## src/rtl/sm_fetch_queue_if.sv

```systemverilog
// ----------------------------------------------------------------------------
// sm_fetch_queue_if
// Bundles the fetch unit's instruction-memory port, redirect input, dequeue
// request and the two-wide issue window.
//   master : the fetch unit (drives imem_addr and the out_* issue window)
//   slave  : memory / issue stage side (drives imem_rd*, redirect*, deq)
// Signals:
//   imem_addr   word address to instruction memory
//   imem_rd1/2  words at imem_addr and imem_addr+1 (asynchronous read)
//   redirect    taken branch/jump, flush and refetch from redirect_pc
//   redirect_pc new byte PC, bits [1:0] ignored
//   deq         instructions consumed by issue this cycle (0..2)
//   out_*       head / head+1 issue window (NOP and pc 0 when not valid)
// ----------------------------------------------------------------------------
interface sm_fetch_queue_if;
   logic [31:0] imem_addr;
   logic [31:0] imem_rd1;
   logic [31:0] imem_rd2;
   logic        redirect;
   logic [31:0] redirect_pc;
   logic [1:0]  deq;
   logic        out_valid0;
   logic        out_valid1;
   logic [31:0] out_instr0;
   logic [31:0] out_instr1;
   logic [31:0] out_pc0;
   logic [31:0] out_pc1;

   modport master (
      output imem_addr,
      input  imem_rd1,
      input  imem_rd2,
      input  redirect,
      input  redirect_pc,
      input  deq,
      output out_valid0,
      output out_valid1,
      output out_instr0,
      output out_instr1,
      output out_pc0,
      output out_pc1
   );

   modport slave (
      input  imem_addr,
      output imem_rd1,
      output imem_rd2,
      output redirect,
      output redirect_pc,
      output deq,
      input  out_valid0,
      input  out_valid1,
      input  out_instr0,
      input  out_instr1,
      input  out_pc0,
      input  out_pc1
   );
endinterface

```

## src/rtl/sm_fetch_queue.sv

```systemverilog
// ----------------------------------------------------------------------------
// sm_fetch_queue
// Dual-issue instruction fetch unit. Reads two consecutive words per cycle
// from an asynchronous instruction memory, stores them with their byte PCs
// in a circular queue and offers up to two in-order instructions per cycle.
// A redirect flushes the queue and restarts fetching at the new PC.
//
// Ports:
//   clk    rising-edge clock
//   rst_n  asynchronous active-low reset (flushes queue, fetch_pc=RESET_PC)
//   bus    sm_fetch_queue_if.master: imem port, redirect, deq, issue window
//
// Parameters:
//   DEPTH       queue entries (power of two, >= 2)
//   IMEM_WORDS  instruction memory size in words; fetch address wraps
//   RESET_PC    byte PC of the first fetch after reset
//
// Build option:
//   SM_FETCH_BYPASS_EN  when defined, an empty queue shows the words being
//                       fetched this cycle directly on the issue window.
// ----------------------------------------------------------------------------
module sm_fetch_queue #(
   parameter int          DEPTH      = 4,
   parameter int          IMEM_WORDS = 64,
   parameter logic [31:0] RESET_PC   = 32'h0000_0000
) (
   input  logic              clk,
   input  logic              rst_n,
   sm_fetch_queue_if.master  bus
);

   localparam int          PW        = $clog2(DEPTH);
   localparam int          CW        = $clog2(DEPTH + 1);
   localparam logic [31:0] NOP       = 32'h0000_0013;
   localparam logic [29:0] LAST_WORD = 30'(IMEM_WORDS - 1);

   logic [31:0]   fetch_pc;
   logic [PW-1:0] head;
   logic [PW-1:0] tail;
   logic [CW-1:0] count;
   logic [31:0]   q_instr [DEPTH];
   logic [31:0]   q_pc    [DEPTH];

   logic [29:0]   fetch_word;
   logic [31:0]   pc_plus4;
   logic          at_end;
   logic [1:0]    deq_req;
   logic [1:0]    wlim;
   logic [1:0]    deq_eff;
   logic [1:0]    pop;
   logic [1:0]    enq;
   logic [1:0]    adv;
   logic [CW:0]   space;
   logic          skip_rd1;
   logic          bypass_act;
   logic [29:0]   next_word;
   logic [31:0]   redir_mod;
   logic [PW-1:0] head1;
   logic [PW-1:0] tail1;
   logic          unused_pc_lsbs;

   assign fetch_word     = fetch_pc[31:2];
   assign pc_plus4       = fetch_pc + 32'd4;
   assign at_end         = (fetch_word == LAST_WORD);
   assign head1          = head + PW'(1);
   assign tail1          = tail + PW'(1);
   assign bus.imem_addr  = {2'b00, fetch_word};
   assign unused_pc_lsbs = ^bus.redirect_pc[1:0];

   // deq is specified as 0..2; an out-of-range 3 is treated as 2.
   assign deq_req = (bus.deq == 2'd3) ? 2'd2 : bus.deq;

   // Redirect target wraps into the instruction memory.
   assign redir_mod = 32'(bus.redirect_pc[31:2]) % 32'(IMEM_WORDS);

   always_comb begin
      // rd2 would read past the last memory word, so only one word is usable.
      wlim       = at_end ? 2'd1 : 2'd2;
      deq_eff    = (CW'(deq_req) > count) ? 2'(count) : deq_req;
      pop        = deq_eff;
      space      = (CW+1)'(DEPTH) - (CW+1)'(count) + (CW+1)'(deq_eff);
      enq        = wlim;
      if (space < (CW+1)'(wlim)) begin
         enq = 2'(space);
      end
      adv        = enq;
      skip_rd1   = 1'b0;
      bypass_act = 1'b0;
`ifdef SM_FETCH_BYPASS_EN
      // Empty queue: the fetched words are consumed straight off the bus.
      // Nothing leaves the queue; only words not taken this cycle are stored.
      if ((count == '0) && !bus.redirect) begin
         bypass_act = 1'b1;
         deq_eff    = (deq_req > wlim) ? wlim : deq_req;
         pop        = 2'd0;
         enq        = wlim - deq_eff;
         adv        = wlim;
         skip_rd1   = (deq_eff != 2'd0);
      end
`endif
      // adv <= wlim, so the word index reaches IMEM_WORDS at most and wraps to 0.
      next_word = fetch_word + 30'(adv);
      if (next_word == 30'(IMEM_WORDS)) begin
         next_word = '0;
      end
   end

   // Control state: pointers, occupancy and fetch PC.
   always_ff @(posedge clk or negedge rst_n) begin
      if (!rst_n) begin
         fetch_pc <= RESET_PC;
         head     <= '0;
         tail     <= '0;
         count    <= '0;
      end else if (bus.redirect) begin
         fetch_pc <= {redir_mod[29:0], 2'b00};
         head     <= '0;
         tail     <= '0;
         count    <= '0;
      end else begin
         fetch_pc <= {next_word, 2'b00};
         head     <= head + PW'(pop);
         tail     <= tail + PW'(enq);
         count    <= count - CW'(pop) + CW'(enq);
      end
   end

   // Queue storage carries no reset; occupancy alone says what is valid.
   always_ff @(posedge clk) begin
      if (!bus.redirect) begin
         if (enq != 2'd0) begin
            q_instr[tail] <= skip_rd1 ? bus.imem_rd2 : bus.imem_rd1;
            q_pc[tail]    <= skip_rd1 ? pc_plus4     : fetch_pc;
         end
         if (enq == 2'd2) begin
            q_instr[tail1] <= bus.imem_rd2;
            q_pc[tail1]    <= pc_plus4;
         end
      end
   end

   always_comb begin
      bus.out_valid0 = 1'b0;
      bus.out_valid1 = 1'b0;
      bus.out_instr0 = NOP;
      bus.out_instr1 = NOP;
      bus.out_pc0    = 32'd0;
      bus.out_pc1    = 32'd0;
      if (bypass_act) begin
         bus.out_valid0 = 1'b1;
         bus.out_instr0 = bus.imem_rd1;
         bus.out_pc0    = fetch_pc;
         if (wlim == 2'd2) begin
            bus.out_valid1 = 1'b1;
            bus.out_instr1 = bus.imem_rd2;
            bus.out_pc1    = pc_plus4;
         end
      end else begin
         if (count >= CW'(1)) begin
            bus.out_valid0 = 1'b1;
            bus.out_instr0 = q_instr[head];
            bus.out_pc0    = q_pc[head];
         end
         if (count >= CW'(2)) begin
            bus.out_valid1 = 1'b1;
            bus.out_instr1 = q_instr[head1];
            bus.out_pc1    = q_pc[head1];
         end
      end
   end

endmodule
```

## src/flat_wrapper.sv

```systemverilog
// flat-port wrapper written by rule: the top's interface ports become plain ports
module sm_fetch_queue_flat 
#(
   parameter int          DEPTH      = 4,
   parameter int          IMEM_WORDS = 64,
   parameter logic [31:0] RESET_PC   = 32'h0000_0000
)
  (clk, rst_n, bus_imem_addr, bus_imem_rd1, bus_imem_rd2, bus_redirect, bus_redirect_pc, bus_deq, bus_out_valid0, bus_out_valid1, bus_out_instr0, bus_out_instr1, bus_out_pc0, bus_out_pc1);
  sm_fetch_queue_if bus_i ();
  input  logic clk;
  input  logic rst_n;
  output wire logic [$bits(bus_i.imem_addr)-1:0] bus_imem_addr;
  input wire logic [$bits(bus_i.imem_rd1)-1:0] bus_imem_rd1;
  input wire logic [$bits(bus_i.imem_rd2)-1:0] bus_imem_rd2;
  input wire logic [$bits(bus_i.redirect)-1:0] bus_redirect;
  input wire logic [$bits(bus_i.redirect_pc)-1:0] bus_redirect_pc;
  input wire logic [$bits(bus_i.deq)-1:0] bus_deq;
  output wire logic [$bits(bus_i.out_valid0)-1:0] bus_out_valid0;
  output wire logic [$bits(bus_i.out_valid1)-1:0] bus_out_valid1;
  output wire logic [$bits(bus_i.out_instr0)-1:0] bus_out_instr0;
  output wire logic [$bits(bus_i.out_instr1)-1:0] bus_out_instr1;
  output wire logic [$bits(bus_i.out_pc0)-1:0] bus_out_pc0;
  output wire logic [$bits(bus_i.out_pc1)-1:0] bus_out_pc1;
  assign bus_imem_addr = bus_i.imem_addr;
  assign bus_i.imem_rd1 = bus_imem_rd1;
  assign bus_i.imem_rd2 = bus_imem_rd2;
  assign bus_i.redirect = bus_redirect;
  assign bus_i.redirect_pc = bus_redirect_pc;
  assign bus_i.deq = bus_deq;
  assign bus_out_valid0 = bus_i.out_valid0;
  assign bus_out_valid1 = bus_i.out_valid1;
  assign bus_out_instr0 = bus_i.out_instr0;
  assign bus_out_instr1 = bus_i.out_instr1;
  assign bus_out_pc0 = bus_i.out_pc0;
  assign bus_out_pc1 = bus_i.out_pc1;
  sm_fetch_queue #(.DEPTH(DEPTH), .IMEM_WORDS(IMEM_WORDS), .RESET_PC(RESET_PC)) u_core (.clk(clk), .rst_n(rst_n), .bus(bus_i));
endmodule
```

## config.mk

```make
export PLATFORM = sky130hd
export DESIGN_NAME = sm_fetch_queue_flat
export DESIGN_NICKNAME = d
export VERILOG_FILES = /design/src/rtl/sm_fetch_queue_if.sv /design/src/rtl/sm_fetch_queue.sv /design/src/flat_wrapper.sv
export SDC_FILE = /design/constraint.sdc
export NUM_CORES = 1
export LEC_CHECK = 0
export ABC_CLOCK_PERIOD_IN_PS = 24800
export BUFFER_PORTS_ARGS = -buffer_cell sky130_fd_sc_hd__buf_2
export CORE_UTILIZATION = 45
export CTS_CLUSTER_DIAMETER = 120
export CTS_CLUSTER_SIZE = 25
export DETAILED_ROUTE_END_ITERATION = 6
export PLACE_DENSITY = 0.69
export SYNTH_ARGS = -nofsm -noshare
export SYNTH_HDL_FRONTEND = slang
export SYNTH_SLANG_ARGS = --single-unit
```

## constraint.sdc

```tcl
create_clock -name clk -period 24.8 [get_ports clk]
set_clock_uncertainty 0.15 [all_clocks]
set_input_delay 1.24 -clock clk [delete_from_list [all_inputs] [get_ports clk]]
set_output_delay 1.24 -clock clk [all_outputs]
set_load 0.02 [all_outputs]
```

# Word level (Yosys, flattened, before mapping)

Memories as Yosys holds them, arrays and structs flattened.
Cells that the tools add are included.

Output and inout bits: 162
Bits of input ports: 101
Memory bits (writable): 256
Memories kept: 2
Word-level logic and storage cells: 46
Bits in registers: 39

Memory list:

| name           | words | width | rd ports | clocked after Yosys merged registers in | wr ports | RTL line             | text |
|---|---|---|---|---|---|---|---|
| u_core.q_instr | 4     | 32    | 2        | 0                                       | 2        | sm_fetch_queue.sv:41 | `logic [31:0] q_instr [DEPTH];` |
| u_core.q_pc    | 4     | 32    | 2        | 0                                       | 2        | sm_fetch_queue.sv:42 | `logic [31:0] q_pc [DEPTH];` |

Add/sub/neg operators: 10
Order comparisons: 4
Eq/ne operators: 4
Reductions and logical operators: 1
Mux-type cells: 21

Operators with widths:

| cell                                                                                 | count |
|---|---|
| 32-bit 2-to-1 mux                                                                    | 5 |
| 32-bit by 3-bit adder with 32-bit output (second input constant)                     | 1 |
| 30-bit by 2-bit adder with 30-bit output                                             | 1 |
| 30-bit by 6-bit equality test with 1-bit output (second input constant)              | 1 |
| 30-bit by 7-bit equality test with 1-bit output (second input constant)              | 1 |
| 30-bit 2-to-1 mux                                                                    | 1 |
| 2-bit 2-to-1 mux                                                                     | 6 |
| 1-bit 2-to-1 mux                                                                     | 8 |
| 2-bit by 1-bit adder with 2-bit output (second input constant)                       | 2 |
| 2-bit adder                                                                          | 2 |
| 4-bit by 2-bit adder with 4-bit output                                               | 1 |
| 2-bit equality test (second input constant)                                          | 2 |
| 4-bit by 2-bit less-than comparator with 1-bit output                                | 1 |
| 3-bit by 3-bit subtractor with 4-bit output (first input constant)                   | 1 |
| 3-bit by 2-bit adder with 3-bit output                                               | 1 |
| 3-bit by 1-bit greater-or-equal comparator with 1-bit output (second input constant) | 1 |
| 3-bit by 2-bit greater-or-equal comparator with 1-bit output (second input constant) | 1 |
| 2-bit by 3-bit greater-than comparator with 1-bit output                             | 1 |
| 3-bit 2-to-1 mux                                                                     | 1 |
| 3-bit by 2-bit subtractor with 3-bit output                                          | 1 |
| 2-bit nonzero test                                                                   | 1 |

# Depth between registers and ports, before layout

Depth after elaboration: 11
Mapped depth: 22
Mapped depth without buffers: 22

# Worst setup path after synthesis

OpenSTA, ideal clock, no wires.

Path type: input port to flip-flop
Start point: in bus_deq[1]
End point: mem u_core.q_instr[0][0], enable pin
Library setup time: 0.573 ns
Buffers on the path: 1
Required time: 24.077 ns
Arrival: 8.241 ns
Cell stages on the path: 14
Setup slack: 15.835 ns
Cell sequence: clkbuf_1 > ha_1 > nor2b_1 > o21ai_0 > nand2b_1 > o21ai_0 > inv_1 > ha_1 > fa_1 > inv_1 > ha_1 > nand2b_1 > a31o_2 > o31ai_1

RTL lines:

| what            | RTL line             | text |
|---|---|---|
| start, declared | flat_wrapper.sv:17   | `input wire logic [$bits(bus_i.deq)-1:0] bus_deq;` |
| end, declared   | sm_fetch_queue.sv:41 |  |

# Worst setup path after layout

Start point: in bus_deq[1]
End point: reg u_core.fetch_pc[8]

Cells in the longest elaborated chain, start to end: 11

RTL lines:

| what                                                     | RTL line              | text |
|---|---|---|
| 2-bit equality test                                      | sm_fetch_queue.sv:71  | `assign deq_req = (bus.deq == 2'd3) ? 2'd2 : bus.deq;` |
| 2-bit 2-to-1 mux (*)                                     | sm_fetch_queue.sv:71  |  |
| 2-bit by 3-bit greater-than comparator with 1-bit output | sm_fetch_queue.sv:79  | `deq_eff = (CW'(deq_req) > count) ? 2'(count) : deq_req;` |
| 2-bit 2-to-1 mux (*)                                     | sm_fetch_queue.sv:79  |  |
| 4-bit by 2-bit adder with 4-bit output (*)               | sm_fetch_queue.sv:81  | `space = (CW+1)'(DEPTH) - (CW+1)'(count) + (CW+1)'(deq_eff);` |
| 4-bit by 2-bit less-than comparator with 1-bit output    | sm_fetch_queue.sv:83  | `if (space < (CW+1)'(wlim)) begin` |
| 2-bit 2-to-1 mux (*)                                     | sm_fetch_queue.sv:83  |  |
| 30-bit by 2-bit adder with 30-bit output (*)             | sm_fetch_queue.sv:102 | `next_word = fetch_word + 30'(adv);` |
| 30-bit by 7-bit equality test with 1-bit output          | sm_fetch_queue.sv:103 | `if (next_word == 30'(IMEM_WORDS)) begin` |
| 30-bit 2-to-1 mux (*)                                    | sm_fetch_queue.sv:103 |  |
| 32-bit 2-to-1 mux (*)                                    | sm_fetch_queue.sv:115 | `end else if (bus.redirect) begin` |
| end signal, assigned                                     | sm_fetch_queue.sv:116 | `fetch_pc <= {redir_mod[29:0], 2'b00};` |
| end signal, assigned                                     | sm_fetch_queue.sv:121 | `fetch_pc <= {next_word, 2'b00};` |
| end, declared                                            | sm_fetch_queue.sv:37  | `logic [31:0] fetch_pc;` |

Mark *: on every way between the ends. The rest lies on a longest branch, timed or not.

==> results by group <==
Synth
  • Mapped Avg Cell Area: 13.4 um2
  • Main flop type after synthesis: edfxtp_1
  • Mapped Area: 17700 um2
  • EDFF count, synth: 248
  • Synth async-reset ratio: 0.130
  • FF+latch count, synth: 285
  • Distinct cells, synth: 59
  • Sequential area share after synthesis: 0.472
  • YS warnings: 0
  • Post-Synthesis Cells: 1328

Finish
  • Layout cells sized above 1: 0.380
  • Syn-to-layout area delta: 10.6%
  • Finished Core Util: 0.506
  • Final net count: 1591
  • Non-Filler Cell Area, Final: 19600 um2
  • Fill count: 3393

Floorplanning
  • Core ar.: 38700 um2
  • I/O pins: 263
  • Die Ht: 201 um
  • Core Rows: 72
  • Die X: 201 um
  • Starting Density: 0.458
  • Die area: 40200 um2

Critical path
  • CP Data Arrival Time: 7.26 ns
  • Endpoint class of the critical path: flop
  • Critical Path Fanout Max: 13
  • Critical path's most frequent cell: ha_1
  • R2R Path End: u_core.fetch_pc[8]$_DFF_PN0_
  • Slowest library cell on the worst path: o41a_1
  • Crit-path cells: buf_2 -> nand2b_1 -> ha_1 -> a21oi_1 -> o21ai_0 -> o21ai_0 -> inv_1 -> ha_1 -> fa_1 -> inv_1 -> ha_1 -> a211oi_1 -> nor2_1 -> nor2_1 -> ha_1 -> a21o_1 -> nand4_1 -> o41a_1 -> a211oi_1 -> nand4_1 -> o31a_1
  • Worst r2r path cells: 21
  • CP peak stage delay: 0.63 ns
  • Startpoint types: primary input
  • Largest delay share family, worst path: compound AO/OA/AOI/OAI gates
  • R2R Path Start: u_core.count[1]$_DFF_PN0_
  • R2r setup slk: 18.26 ns
  • Crit path kind: primary input to flop
  • CP required: 25.07 ns
  • Buf/Inv on CP: 3

Worst hold path
  • Worst Hold Launch: u_core.count[2]$_DFF_PN0_
  • Hold crit path type: flop to flop
  • Hold Path Depth: 2
  • Endpoint, Worst Hold: u_core.count[2]$_DFF_PN0_

CTS
  • # hold bufs at CTS: 0
  • CTS tree: yes
  • Worst-Skew Late Latency: 0.52 ns
  • Clock sinks: 285
  • CTS-repair resized insts: 0
  • Htree depth: 1
  • Root Buffer: clkbuf_16
  • Total CTS buffers: 15
  • Setup Fix Bufs, Post-CTS: 0
  • Clock-pin slew on the worst setup and hold paths: 0.11 ns
  • Maximum clock insertion buffer count: 3

Detailed routing
  • DR WL met3: 2.82 mm
  • Met1 WL: 20.1 mm
  • DRC: 0
  • Routed wire length: 45.9 mm
  • Wirelength per Cell: 23.0 um
  • Vias: 11898
  • Number of routed nets with antenna violations: 0
  • Initial DRC Count: 791
  • Top Metal Used: met4
  • Met2 wire length: 21.8 mm
  • Vias/cell: 5.96
  • DRT Pass-1 Iters: 5

STA
  • Fmax: 0.143 GHz
  • Final setup margin: 17.80 ns
  • Tmin final: 7.00 ns
  • Setup Viol. Count Final: 0
  • Final hold violations: 0
  • Final TNS setup: 0 ns
  • Slew Viols, Final: 0
  • Period Utilization, post-route: 0.282
  • RSZ-0062 raised after global routing: no
  • Slew of the pin with the lowest slew margin: 1.09 ns
  • Relative slew margins: 0.275

GRT
  • Global Route Usage Sum: 0.227
  • First-pass GRT wire length: 70.9 mm
  • Vias in the first global route: 12009
  • Initial antenna violation count: 1
  • Largest net degree at the start of global routing: 118
  • Global route overflow: 0

Placement
  • RePlAce Congestion: 0.799
  • Port Buffers: 230
  • Placed Instance Area: 19200 um2
  • Dpl hpwl: 29.0 mm
  • Post-Place Worst Slack: 17.34 ns

Flow run
  • Max_cap viols: 0

Power and ir drop
  • Power per Cell Area: 119 nW/um2
  • Worst VDD drop: 0.0830 mV
  • Total power: 2320 uW
  • P_leak: 0.00690 uW

Outcome
  • Status: completed
-- tightest hold or removal path: stages, from the launching register on --
cell and delay [ns]:
dfrtp_1 0.45, xnor2_1 0.14, nor2_1 0.04
-- synth_stat cells, types with 30 or more instances --
library cell | instances | area [um2]
mux4_2 | 124 | 2790
mux2_2 | 105 | 1180
and2_1 | 67 | 419
mux2_4 | 30 | 450
buf_2 | 35 | 175
nor2_1 | 48 | 180
clkbuf_1 | 57 | 214
xnor2_1 | 131 | 1150
edfxtp_1 | 248 | 7450
dfrtp_1 | 37 | 926
nand3_1 | 120 | 601
nor2b_1 | 68 | 425
-- registers in the layout, indices dropped and copies added, names as in the netlist --
name and count:
u_core.fetch_pc 30, u_core.q_pc 120, u_core.head 2, u_core.q_instr 128, u_core.tail 2, u_core.count 3
-- final cells by class --
cell class	instances	area, um2	share of cell area
Inverter	13	48.8	0.00249
Timing Repair Buffer	250	1300	0.0664
Clock buffer	20	394	0.0201
Multi-Input combinational cell	909	8810	0.450
Tap cell	518	648	0.0331
Sequential cell	285	8380	0.427
Antenna cell	1	2.50	0.000128
Clock inverter	1	16.3	0.000830
-- worst max-delay path by stage --
stage	start	end	slack, ns	cells after the start
5_1_grt	bus_deq[1]	u_core.fetch_pc[8]$_DFF_PN0_	17.46	21
6_report	bus_deq[1]	u_core.fetch_pc[8]$_DFF_PN0_	17.80	21
3_5_place_dp	bus_deq[1]	u_core.fetch_pc[8]$_DFF_PN0_	17.34	21
2_1_floorplan	bus_deq[1]	u_core.q_instr[0][0]$_DFFE_PP_	15.84	14
3_3_place_gp	bus_deq[1]	u_core.fetch_pc[8]$_DFF_PN0_	17.52	21
4_1_cts	bus_deq[1]	u_core.fetch_pc[8]$_DFF_PN0_	17.83	21
-- layout by cell type (no fill, tap or decap), types with 35 or more instances in the layout --
master    count
buf_2       230
nor2b_1      68
mux2_2      105
nand3_1     120
xnor2_1     131
mux4_2      124
and2_1       66
nor2_1       45
dfrtp_1      35
edfxtp_1    248
-- layer usage --
layer	GRT usage	up-vias
met5	0	-
met4	0.0695	0
met3	0.0307	52
met2	0.370	438
met1	0.316	6151
li1	-	5257
-- kinds of logic after synthesis --
group,Yosys count,share of synthesized area
simple gates,432,0.137
xor+xnor,149,0.0736
mux,260,0.250
other cells,1,0.000211
compound gates,46,0.0179
fa+ha+maj,16,0.0130
buf+inv,139,0.0363
flops,285,0.472
-- power by group --
group	total, uW	switching (uW)	internal (uW)
Sequential	855	124	731
Combinational	1200	686	513
Clock	271	157	114
-- stage by stage --
stage               hold WS (ns)  std cells
floorplan                  0.407       1333
global placement           0.469       1975
detailed placement         0.484       1975
CTS                        0.516       1996
global route               0.559       1997
finish                     0.518       1997
No activity file was read; power rests on OpenSTA's default activity.
